`src/rtl/rtc_mode_arbiter_pkg.sv`:
```
// Shared types and constants for the RTC bus-ownership arbiter.
package rtc_mode_arbiter_pkg;

    typedef enum logic [1:0] {
        ST_INIT = 2'd0,
        ST_READ = 2'd1,
        ST_MODE = 2'd2
    } state_e;

    localparam logic [6:0] DEF_BOUNDARY = 7'h4A;

    localparam int CH_REINIT = 0;
    localparam int CH_TIME   = 1;
    localparam int CH_CRONO  = 2;
    localparam int CH_CRACT  = 3;

    localparam int ALARM_W = 24;

endpackage

```
`src/rtl/rtc_mode_arbiter_if.sv`:
```
// RTC-side bus between the arbiter and the protocol/function-generator pair.
interface rtc_mode_arbiter_if #(
    parameter int ADDR_W = 8,
    parameter int DATA_W = 8,
    parameter int CNT_W  = 7
);
    logic [CNT_W-1:0]  bus_cnt;
    logic [ADDR_W-1:0] address;
    logic [DATA_W-1:0] data;
    logic              data_oe;
    logic              indicador;

    modport master (
        input  bus_cnt,
        output address,
        output data,
        output data_oe,
        output indicador
    );

    modport slave (
        output bus_cnt,
        input  address,
        input  data,
        input  data_oe,
        input  indicador
    );
endinterface

```
`src/rtl/rtc_mode_arbiter_alarm_cmp.sv`:
```
// Alarm comparator with a sticky ring flag; arms only while the bus is in READ.
module rtc_alarm_cmp
    import rtc_mode_arbiter_pkg::*;
(
    input  logic               clk,
    input  logic               reset,
    input  logic               in_read,
    input  logic               ring_en,
    input  logic               ring_ack,
    input  logic [ALARM_W-1:0] time_now,
    input  logic [ALARM_W-1:0] alarm_tgt,
    output logic               ring
);
    logic match_s;
    logic clear_s;
    logic ring_r;

    // An all-zero target means "no alarm programmed".
    always_comb begin
        match_s = in_read && ring_en && (time_now == alarm_tgt) && (alarm_tgt != {ALARM_W{1'b0}});
        clear_s = ring_ack || !ring_en;
    end

    // Sticky ring flag; clearing wins over a same-cycle match.
    always_ff @(posedge clk or posedge reset) begin
        if (reset) begin
            ring_r <= 1'b0;
        end else if (clear_s) begin
            ring_r <= 1'b0;
        end else if (match_s) begin
            ring_r <= 1'b1;
        end else begin
            ring_r <= ring_r;
        end
    end

    assign ring = ring_r;
endmodule

```
`src/rtl/rtc_mode_arbiter.sv`:
```
// N-channel RTC bus-ownership arbiter: INIT / READ / MODE k, switching only at
// function-generator transaction boundaries, plus the sticky alarm comparator.
module rtc_mode_arbiter
    import rtc_mode_arbiter_pkg::*;
#(
    parameter int               N_REQ       = 4,
    parameter int               ADDR_W      = 8,
    parameter int               DATA_W      = 8,
    parameter int               CNT_W       = 7,
    parameter logic [CNT_W-1:0] BOUNDARY    = CNT_W'(DEF_BOUNDARY),
    parameter int               INIT_CYCLES = 1034
) (
    input  logic                      clk,
    input  logic                      reset,
    rtc_mode_arbiter_if.master        bus,
    input  logic [N_REQ-1:0]          req,
    input  logic [ADDR_W-1:0]         init_addr,
    input  logic [DATA_W-1:0]         init_data,
    input  logic [ADDR_W-1:0]         rd_addr,
    input  logic [N_REQ*ADDR_W-1:0]   ch_addr,
    input  logic [N_REQ*DATA_W-1:0]   ch_data,
    output logic                      init_active,
    output logic [N_REQ-1:0]          mode,
    output logic                      conflict,
    input  logic [ALARM_W-1:0]        time_now,
    input  logic [ALARM_W-1:0]        alarm_tgt,
    input  logic                      ring_en,
    input  logic                      ring_ack,
    output logic                      ring
);
    localparam int               CW       = $clog2(INIT_CYCLES + 1);
    localparam int               IDX_W    = (N_REQ > 1) ? $clog2(N_REQ) : 1;
    localparam logic [CW-1:0]    INIT_MAX = CW'(INIT_CYCLES);
    localparam logic [N_REQ-1:0] ONE_HOT0 = N_REQ'(1);

    state_e           state_r;
    logic [CW-1:0]    init_cnt_r;
    logic [IDX_W-1:0] mode_idx_r;
    logic             conflict_r;

    logic             boundary_s;
    logic             any_hi_s;
    logic [IDX_W-1:0] sel_s;

    // Boundary detect and lowest-index encoder over the write-type channels.
    always_comb begin
        boundary_s = (bus.bus_cnt == BOUNDARY);
        any_hi_s   = |req[N_REQ-1:1];
        sel_s      = IDX_W'(1);
        for (int i = N_REQ - 1; i >= 1; i--) begin
            sel_s = req[i] ? IDX_W'(i) : sel_s;
        end
    end

    // Mode FSM: every decision is taken on a boundary cycle and takes effect next edge.
    always_ff @(posedge clk or posedge reset) begin
        if (reset) begin
            state_r    <= ST_INIT;
            init_cnt_r <= '0;
            mode_idx_r <= '0;
            conflict_r <= 1'b0;
        end else begin
            case (state_r)
                ST_INIT: begin
                    if (init_cnt_r != INIT_MAX) begin
                        init_cnt_r <= init_cnt_r + CW'(1);
                    end else begin
                        init_cnt_r <= init_cnt_r;
                    end
                    if (boundary_s && (init_cnt_r == INIT_MAX)) begin
                        state_r <= ST_READ;
                    end else begin
                        state_r <= ST_INIT;
                    end
                end
                ST_READ: begin
                    if (boundary_s) begin
                        if ($countones(req) > 1) begin
                            conflict_r <= 1'b1;
                        end else begin
                            conflict_r <= conflict_r;
                        end
                        if (req[CH_REINIT]) begin
                            state_r    <= ST_INIT;
                            init_cnt_r <= '0;
                        end else if (any_hi_s) begin
                            state_r    <= ST_MODE;
                            mode_idx_r <= sel_s;
                        end else begin
                            state_r <= ST_READ;
                        end
                    end else begin
                        state_r <= ST_READ;
                    end
                end
                ST_MODE: begin
                    // Only the owning channel's request matters; no MODE-to-MODE hop.
                    if (boundary_s && !req[mode_idx_r]) begin
                        state_r <= ST_READ;
                    end else begin
                        state_r <= ST_MODE;
                    end
                end
                default: begin
                    state_r    <= ST_INIT;
                    init_cnt_r <= '0;
                end
            endcase
        end
    end

    // Bus mux decoded from registered state only.
    always_comb begin
        bus.address   = init_addr;
        bus.data      = init_data;
        bus.data_oe   = 1'b1;
        bus.indicador = 1'b0;
        init_active   = 1'b0;
        mode          = '0;
        case (state_r)
            ST_INIT: begin
                init_active = 1'b1;
            end
            ST_READ: begin
                bus.address   = rd_addr;
                bus.data      = '0;
                bus.data_oe   = 1'b0;
                bus.indicador = 1'b1;
            end
            ST_MODE: begin
                bus.address = ch_addr[int'(mode_idx_r)*ADDR_W +: ADDR_W];
                bus.data    = ch_data[int'(mode_idx_r)*DATA_W +: DATA_W];
                mode        = ONE_HOT0 << mode_idx_r;
            end
            default: begin
                init_active = 1'b1;
            end
        endcase
    end

    assign conflict = conflict_r;

    rtc_alarm_cmp u_alarm (
        .clk       (clk),
        .reset     (reset),
        .in_read   (state_r == ST_READ),
        .ring_en   (ring_en),
        .ring_ack  (ring_ack),
        .time_now  (time_now),
        .alarm_tgt (alarm_tgt),
        .ring      (ring)
    );
endmodule

```
`src/flat_wrapper.sv`:
```
// flat-port wrapper written by rule: the top's interface ports become plain ports
module rtc_mode_arbiter_flat import rtc_mode_arbiter_pkg::*;
#(
    parameter int               N_REQ       = 4,
    parameter int               ADDR_W      = 8,
    parameter int               DATA_W      = 8,
    parameter int               CNT_W       = 7,
    parameter logic [CNT_W-1:0] BOUNDARY    = CNT_W'(DEF_BOUNDARY),
    parameter int               INIT_CYCLES = 1034
)
  (clk, reset, req, init_addr, init_data, rd_addr, ch_addr, ch_data, init_active, mode, conflict, time_now, alarm_tgt, ring_en, ring_ack, ring, bus_bus_cnt, bus_address, bus_data, bus_data_oe, bus_indicador);
  rtc_mode_arbiter_if #(.ADDR_W(ADDR_W), .DATA_W(DATA_W), .CNT_W(CNT_W)) bus_i ();
  input  logic clk;
  input  logic reset;
  input  logic [N_REQ-1:0] req;
  input  logic [ADDR_W-1:0] init_addr;
  input  logic [DATA_W-1:0] init_data;
  input  logic [ADDR_W-1:0] rd_addr;
  input  logic [N_REQ*ADDR_W-1:0] ch_addr;
  input  logic [N_REQ*DATA_W-1:0] ch_data;
  output logic init_active;
  output logic [N_REQ-1:0] mode;
  output logic conflict;
  input  logic [ALARM_W-1:0] time_now;
  input  logic [ALARM_W-1:0] alarm_tgt;
  input  logic ring_en;
  input  logic ring_ack;
  output logic ring;
  input wire logic [$bits(bus_i.bus_cnt)-1:0] bus_bus_cnt;
  output wire logic [$bits(bus_i.address)-1:0] bus_address;
  output wire logic [$bits(bus_i.data)-1:0] bus_data;
  output wire logic [$bits(bus_i.data_oe)-1:0] bus_data_oe;
  output wire logic [$bits(bus_i.indicador)-1:0] bus_indicador;
  assign bus_i.bus_cnt = bus_bus_cnt;
  assign bus_address = bus_i.address;
  assign bus_data = bus_i.data;
  assign bus_data_oe = bus_i.data_oe;
  assign bus_indicador = bus_i.indicador;
  rtc_mode_arbiter #(.N_REQ(N_REQ), .ADDR_W(ADDR_W), .DATA_W(DATA_W), .CNT_W(CNT_W), .BOUNDARY(BOUNDARY), .INIT_CYCLES(INIT_CYCLES)) u_core (.clk(clk), .reset(reset), .bus(bus_i), .req(req), .init_addr(init_addr), .init_data(init_data), .rd_addr(rd_addr), .ch_addr(ch_addr), .ch_data(ch_data), .init_active(init_active), .mode(mode), .conflict(conflict), .time_now(time_now), .alarm_tgt(alarm_tgt), .ring_en(ring_en), .ring_ack(ring_ack), .ring(ring));
endmodule
```
`config.mk`:
```
export PLATFORM = sky130hd
export DESIGN_NAME = rtc_mode_arbiter_flat
export DESIGN_NICKNAME = d
export VERILOG_FILES = /design/src/rtl/rtc_mode_arbiter_pkg.sv /design/src/rtl/rtc_mode_arbiter_if.sv /design/src/rtl/rtc_mode_arbiter_alarm_cmp.sv /design/src/rtl/rtc_mode_arbiter.sv /design/src/flat_wrapper.sv
export SDC_FILE = /design/constraint.sdc
export NUM_CORES = 1
export LEC_CHECK = 0
export ABC_AREA = 0
export CAP_MARGIN = 20
export CORE_UTILIZATION = 37
export CTS_BUF_LIST = sky130_fd_sc_hd__clkbuf_4 sky130_fd_sc_hd__clkbuf_8
export CTS_CLUSTER_DIAMETER = 80
export CTS_CLUSTER_SIZE = 8
export DETAILED_ROUTE_END_ITERATION = 6
export GPL_ROUTABILITY_DRIVEN = 0
export GPL_TIMING_DRIVEN = 1
export PLACE_DENSITY_LB_ADDON = 0.2
export SLEW_MARGIN = 20
export SYNTH_ARGS = -nofsm -noshare
export SYNTH_HDL_FRONTEND = slang
export SYNTH_SLANG_ARGS = --single-unit
```
`constraint.sdc`:
```
create_clock -name clk -period 3.86 [get_ports clk]
set_input_delay 0.386 -clock clk [delete_from_list [all_inputs] [get_ports clk]]
set_output_delay 0.386 -clock clk [all_outputs]
set_load 0.01 [all_outputs]
```
==> results of run 1 <==
-- area by class of cell --
type | count | area share
multi-input cells | 188 | 0.402
repair buffers | 178 | 0.439
clock buffers | 3 | 0.0102
well taps | 72 | 0.0223
flip-flops and latches | 17 | 0.105
clock inverters | 1 | 0.00124
inverters | 21 | 0.0195
-- cells in the final DEF, fill, tap and decap left out, drive strengths merged, types with 2 or more instances in the layout --
master and n:
a221oi 8, ha 9, and3 2, nand2 13
clkdlybuf4s50 175, a31oi 2, a41oi 2, a211o 4
nor4 12, nor3 6, a21o 3, clkbuf 3
xor2 23, and4 2, inv 20, and2 2
dfrtp 17, a21oi 3, nand4 3, nand3 11
nor2 20, mux4 17, mux2 3, o31ai 7
o41ai 2, nor3b 3, and3b 2, clkinv 2
buf 3, o21ai 11, nor2b 3
-- routing by layer --
layer  part of all wire  wire length (um)  GRT usage  vias to the layer above
li1                   -                 -          -                     1245
met1               0.37              2750      0.267                     1185
met2               0.53              3990      0.450                      118
met3              0.072               542     0.0494                       18
met4              0.029               221     0.0636                        0
met5                  0                 0          0                        -
-- report_power, final --
group / total (mW) / switching (mW) / internal, mW
combinational: 0.443 / 0.163 / 0.280
sequential: 0.263 / 0.0476 / 0.215
clock: 0.136 / 0.0642 / 0.0717
-- registers in the layout, summed over array words and instances (netlist names) --
signal	cells
u_core.u_alarm.ring	1
u_core.mode_idx_r	2
u_core.conflict	1
u_core.state_r	2
u_core.init_cnt_r	11
-- synth_stat cells, drive strengths merged (2+ instances only) --
cell type / count
nor4: 12
o21ai: 11
a41oi: 2
nor2b: 3
clkbuf: 6
mux4: 17
a31oi: 2
nor3b: 3
nor3: 6
nand2: 13
o31ai: 7
ha: 9
and3b: 2
dfrtp: 17
nor2: 20
a221oi: 8
a211o: 4
and2: 2
a21oi: 3
o41ai: 2
a21o: 3
nand4: 3
inv: 20
nand3: 11
mux2: 3
xor2: 23
and3: 2
buf: 8
and4: 2
-- metrics by stage --
step	area, um2	util	hold slack [ps]	instances
3_3_place_gp	3990	0.712	451	476
3_5_place_dp	3990	0.712	460	476
5_1_grt	4040	0.720	501	480
4_1_cts	4040	0.720	478	480
2_1_floorplan	2190	-	312	240
6_report	4040	0.720	474	480
-- worst max-delay path by stage --
stage	start	end	slack [ps]	depth (start not counted)
after floorplan	u_core.state_r[0]	mode[0]	1920	5
after global placement	u_core.state_r[0]	mode[0]	1310	5
after detailed placement	u_core.state_r[0]	mode[0]	1300	5
after CTS	u_core.state_r[0]	mode[0]	1010	5
after global routing	u_core.state_r[0]	bus_data[6]	840	6
final	u_core.state_r[0]	mode[0]	1030	5
-- critical path: stages (launching register included) --
cell,delay [ps]
dfrtp_1,400
inv_1,90
ha_1,590
buf_4,330
nor3b_1,200
clkdlybuf4s50_1,570
-- cells by family (layout without fill, tap and decap cells) --
logic type      count (synthesis)  after routing  synth area share
xor+xnor                       24             24            0.0958
compound gates                 47             47             0.165
mux                            21             21             0.198
simple gates                   86             86             0.220
fa+ha+maj                      10             10            0.0604
buf+inv                        35            203            0.0667
flops                          17             17             0.194
==> flow_summary.toml, run 1 <==
[floorplan]
coreArea_um2 = 5610
io_pins = 176
die_w_um = 79.0
die-area_um2 = 6240
start_util = 0.391
die_height_um = 79.0
rows = 27

[setup_path]
cp_data_arrival_time_ps = 2450
cp-start-kind = "flop"
crit_required_ps = 3470
crit_type = "flop to output port"
rrSetupSlack_ps = 1380
worstReg2RegStart = "u_core.state_r[0]"
r2r-end = "u_core.init_cnt_r[10]"
end_kind = "output port"
r2r_cells = 7
crit_fanout = 19

[clock_network]
insertion_delay_ps = 260
numCtsBuffers = 3
post_cts_buffers = 0
cts_resized = 0
clockBufferDepth = 2
clk_pin_slew_ps = 70
cts_hold_buf = 0
cts_root_buf = "clkbuf_8"
cts_tree = "yes"
clock_sinks = 17
cts-htree-levels = 1

[pwr]
power.total_uw = 842
ir_drop_uv = 168
p_per_area_nw_per_um2 = 209
leakagePower_nw = 1.59

[sta]
max_freq_mhz = 353
setup_ws_ps = 1030
tns_ps = 0
finalCriticalPeriod_ps = 2830
setup_viol = 0
period_share = 0.734
tightest_slew_ps = 825
grt_setup_unrepaired = "no"
hold_viol = 0
slew_headroom = 0.450
skew_ps = 4.38
final-max-slew-violation-count = 0

[route]
drt_iter0_drc = 116
drc = 0
dr.pass1.iters = 4
ant_nets = 0
vias = 2566
via_per_inst = 5.35
wl_per_cell_um = 15.6
drt-total-wl_um = 7500

[grt]
grt_pass1_vias = 2607
grt_overflow_total = 0
grt_max_degree = 26
antenna_found_initial = 0
grt_pass1_wl_um = 11700
grt_usage = 0.238

[place]
dpl.hpwl_um = 6390
io_buffers = 175
dp_slack_ps = 1300

[synth]
seq_area_frac_synth = 0.194
syn_area_um2 = 2190
synth_top_cell_by_area = "dfrtp_1"
synth_area_leaders = "dfrtp_1 (19%), mux4_2 (15%), xor2_1 (9.2%)"
synth_warnings = 0
synth-seq-cells = 17
synth-edff-count = 0
syn_inst = 240
async_reset_ff_frac = 1.00
synth_top_area_share = 0.194
synthesis.nets = 401
ys_types = 51
syn_area_per_cell_um2 = 9.14
synthFlopType = "dfrtp_1"

[run]
maxCapViolations = 0

[cells_and_area]
antenna_cells = 0
area_delta_synth_final_pct = 84.0
final_nets = 570
drive_gt1_frac = 0.0760
regArea_um2 = 425
multi_input_area_um2 = 1620
nFillCells = 453

[min_path]
min_path_cells = 1
min-delay-start = "u_core.conflict"
hold_path_class = "flop to flop"
hold-path-endpoint = "u_core.conflict"

[outcome]
outcome = "complete, no violations"
No activity file was read; power rests on OpenSTA's default activity.
==> inputs of run 2 (changes only) <==
--- a/config.mk
+++ b/config.mk
@@ -7,7 +7,7 @@
 export LEC_CHECK = 0
 export ABC_AREA = 0
 export CAP_MARGIN = 20
-export CORE_UTILIZATION = 37
+export CORE_UTILIZATION = 34
 export CTS_BUF_LIST = sky130_fd_sc_hd__clkbuf_4 sky130_fd_sc_hd__clkbuf_8
 export CTS_CLUSTER_DIAMETER = 80
 export CTS_CLUSTER_SIZE = 8
==> constraint.sdc (replaced) <==
create_clock -name clk -period 2.8 [get_ports clk]
set_input_delay 0.28 -clock clk [delete_from_list [all_inputs] [get_ports clk]]
set_output_delay 0.28 -clock clk [all_outputs]
set_load 0.01 [all_outputs]
==> run 2 against run 1 <==
Effect of this change:
- first-iteration DRC count is 41% lower
- core utilization is 4.9 points lower
- cell count is 1.3% higher
- setup slack worse by 840 ps
- total power is 38% higher
- non-clock buffer count is 3 higher
- register-to-register slack worse by 660 ps
- wire length hardly changed
- via count is 1.4% lower
- sequential share of layout area is 0.075 points lower
- final area is 0.71% higher
- clock skew is 0.81 ps higher
==> flow_summary.toml, run 2 (synthesized netlist as in run 1, its figures left out) <==
[outcome]
outcome = "complete, no violations"

[sta]
slew_headroom = 0.556
tns_ps = 0
finalCriticalPeriod_ps = 2610
setup_viol = 0
max_freq_mhz = 383
hold_ws_ps = 421
hold_viol = 0
period_share = 0.932
final-max-slew-violation-count = 0
skew_ps = 5.18
grt_setup_unrepaired = "no"
setup_ws_ps = 191
tightest_slew_ps = 665

[cells_and_area]
area_delta_synth_final_pct = 85.3
postLayoutCellArea_um2 = 4070
largest_reg_flops = 11
final_common_cell = "clkdlybuf4s50_1"
final_nets = 573
reg.largest.list = "u_core.init_cnt_r: 11 flops, u_core.mode_idx_r: 2 flops, u_core.state_r: 2 flops"
top_register = "u_core.init_cnt_r"
mostFrequentLayoutCells = "clkdlybuf4s50_1 (175), xor2_1 (23), inv_1 (20), nor2_1 (20), dfrtp_1 (17)"
drive_gt1_frac = 0.0827
antenna_cells = 0

[setup_path]
crit_required_ps = 2520
cp_data_arrival_time_ps = 2330
end_kind = "output port"
crit_fanout = 6
crit_type = "flop to output port"
cp-start-kind = "flop"

[pwr]
p_per_area_nw_per_um2 = 285
ir_drop_uv = 247
leakagePower_nw = 1.60
power.total_mw = 1.16

[clock_network]
cts_root_buf = "clkbuf_8"
cts-htree-levels = 1
numCtsBuffers = 3
cts_resized = 0
clk_pin_slew_ps = 70
insertion_delay_ps = 250
cts_hold_buf = 0
clockBufferDepth = 2
clock_sinks = 17
post_cts_buffers = 0
cts_tree = "yes"

[route]
dr.pass1.iters = 4
vias = 2529
drc = 0
wl_per_cell_um = 15.5
drt-total-wl_um = 7510
via_per_inst = 5.20
ant_nets = 0
drt_iter0_drc = 68

[floorplan]
die_w_um = 82.3
io_pins = 176
start_util = 0.362
rows = 28
coreArea_um2 = 6060
die-area_um2 = 6780
die_height_um = 82.3

[min_path]
hold_path_class = "primary input to async pin"

[place]
io_buffers = 175
dp_slack_ps = 453
dpl.hpwl_um = 6420
post_dp_cell_area_um2 = 4020

[grt]
grt_usage = 0.215
antenna_found_initial = 0
grt_pass1_vias = 2483
grt_overflow_total = 0
grt_pass1_wl_um = 11200
grt_max_degree = 25

[run]
maxCapViolations = 0
[run 2: cell types whose count changed in the layout (fill, tap and decap cells not counted)]
cell / before / now
buf_4: 3 / 6
clkinv_2: 1 / 0
clkinvlp_4: 0 / 1
[run 2: worst paths after layout]
path,start,to,slack (ps),cells past startpoint
max,u_core.mode_idx_r[0],bus_address[4],190,5
min reg2reg,u_core.u_alarm.ring,u_core.u_alarm.ring,490,2
min in group clk,u_core.u_alarm.ring,u_core.u_alarm.ring,490,2
max reg2reg,u_core.state_r[1],u_core.init_cnt_r[1],720,6
max in group asynchronous,reset,u_core.init_cnt_r[5],1950,2
min,reset,u_core.init_cnt_r[1],420,2
[run 2: power by group]
group / switching [mW] / internal (mW)
Clock: 0.0886 / 0.100
Sequential: 0.0643 / 0.297
Combinational: 0.222 / 0.387
Total: 0.375 / 0.784
[run 2: per-stage QoR]
step / util / cells
2_1_floorplan: - / 240
3_3_place_gp: 0.663 / 482
3_5_place_dp: 0.663 / 482
4_1_cts: 0.671 / 486
5_1_grt: 0.671 / 486
6_report: 0.671 / 486
[run 2: layer usage]
| metal | part of all wire | GRT usage | wire length [um] |
|---|---|---|---|
| met2 | 0.52 | 0.379 | 3910 |
| met4 | 0.027 | 0.0596 | 204 |
| met1 | 0.38 | 0.258 | 2880 |
| met3 | 0.068 | 0.0505 | 509 |
| met5 | 0 | 0 | 0 |
[run 2: area by class of cell]
class	count	area [um2]
inverters	21	78.8
well taps	75	93.8
flip-flops and latches	17	425
clock buffers	3	41.3
repair buffers	181	1800
fillers	496	1990
multi-input cells	188	1620
clock inverters	1	7.51
[run 2: critical path, cell delays in order, from the launching register on]
cell and delay (ps):
dfrtp_1 520, buf_4 210, mux4_2 500, a221oi_1 280, nor2_1 80, clkdlybuf4s50_1 480
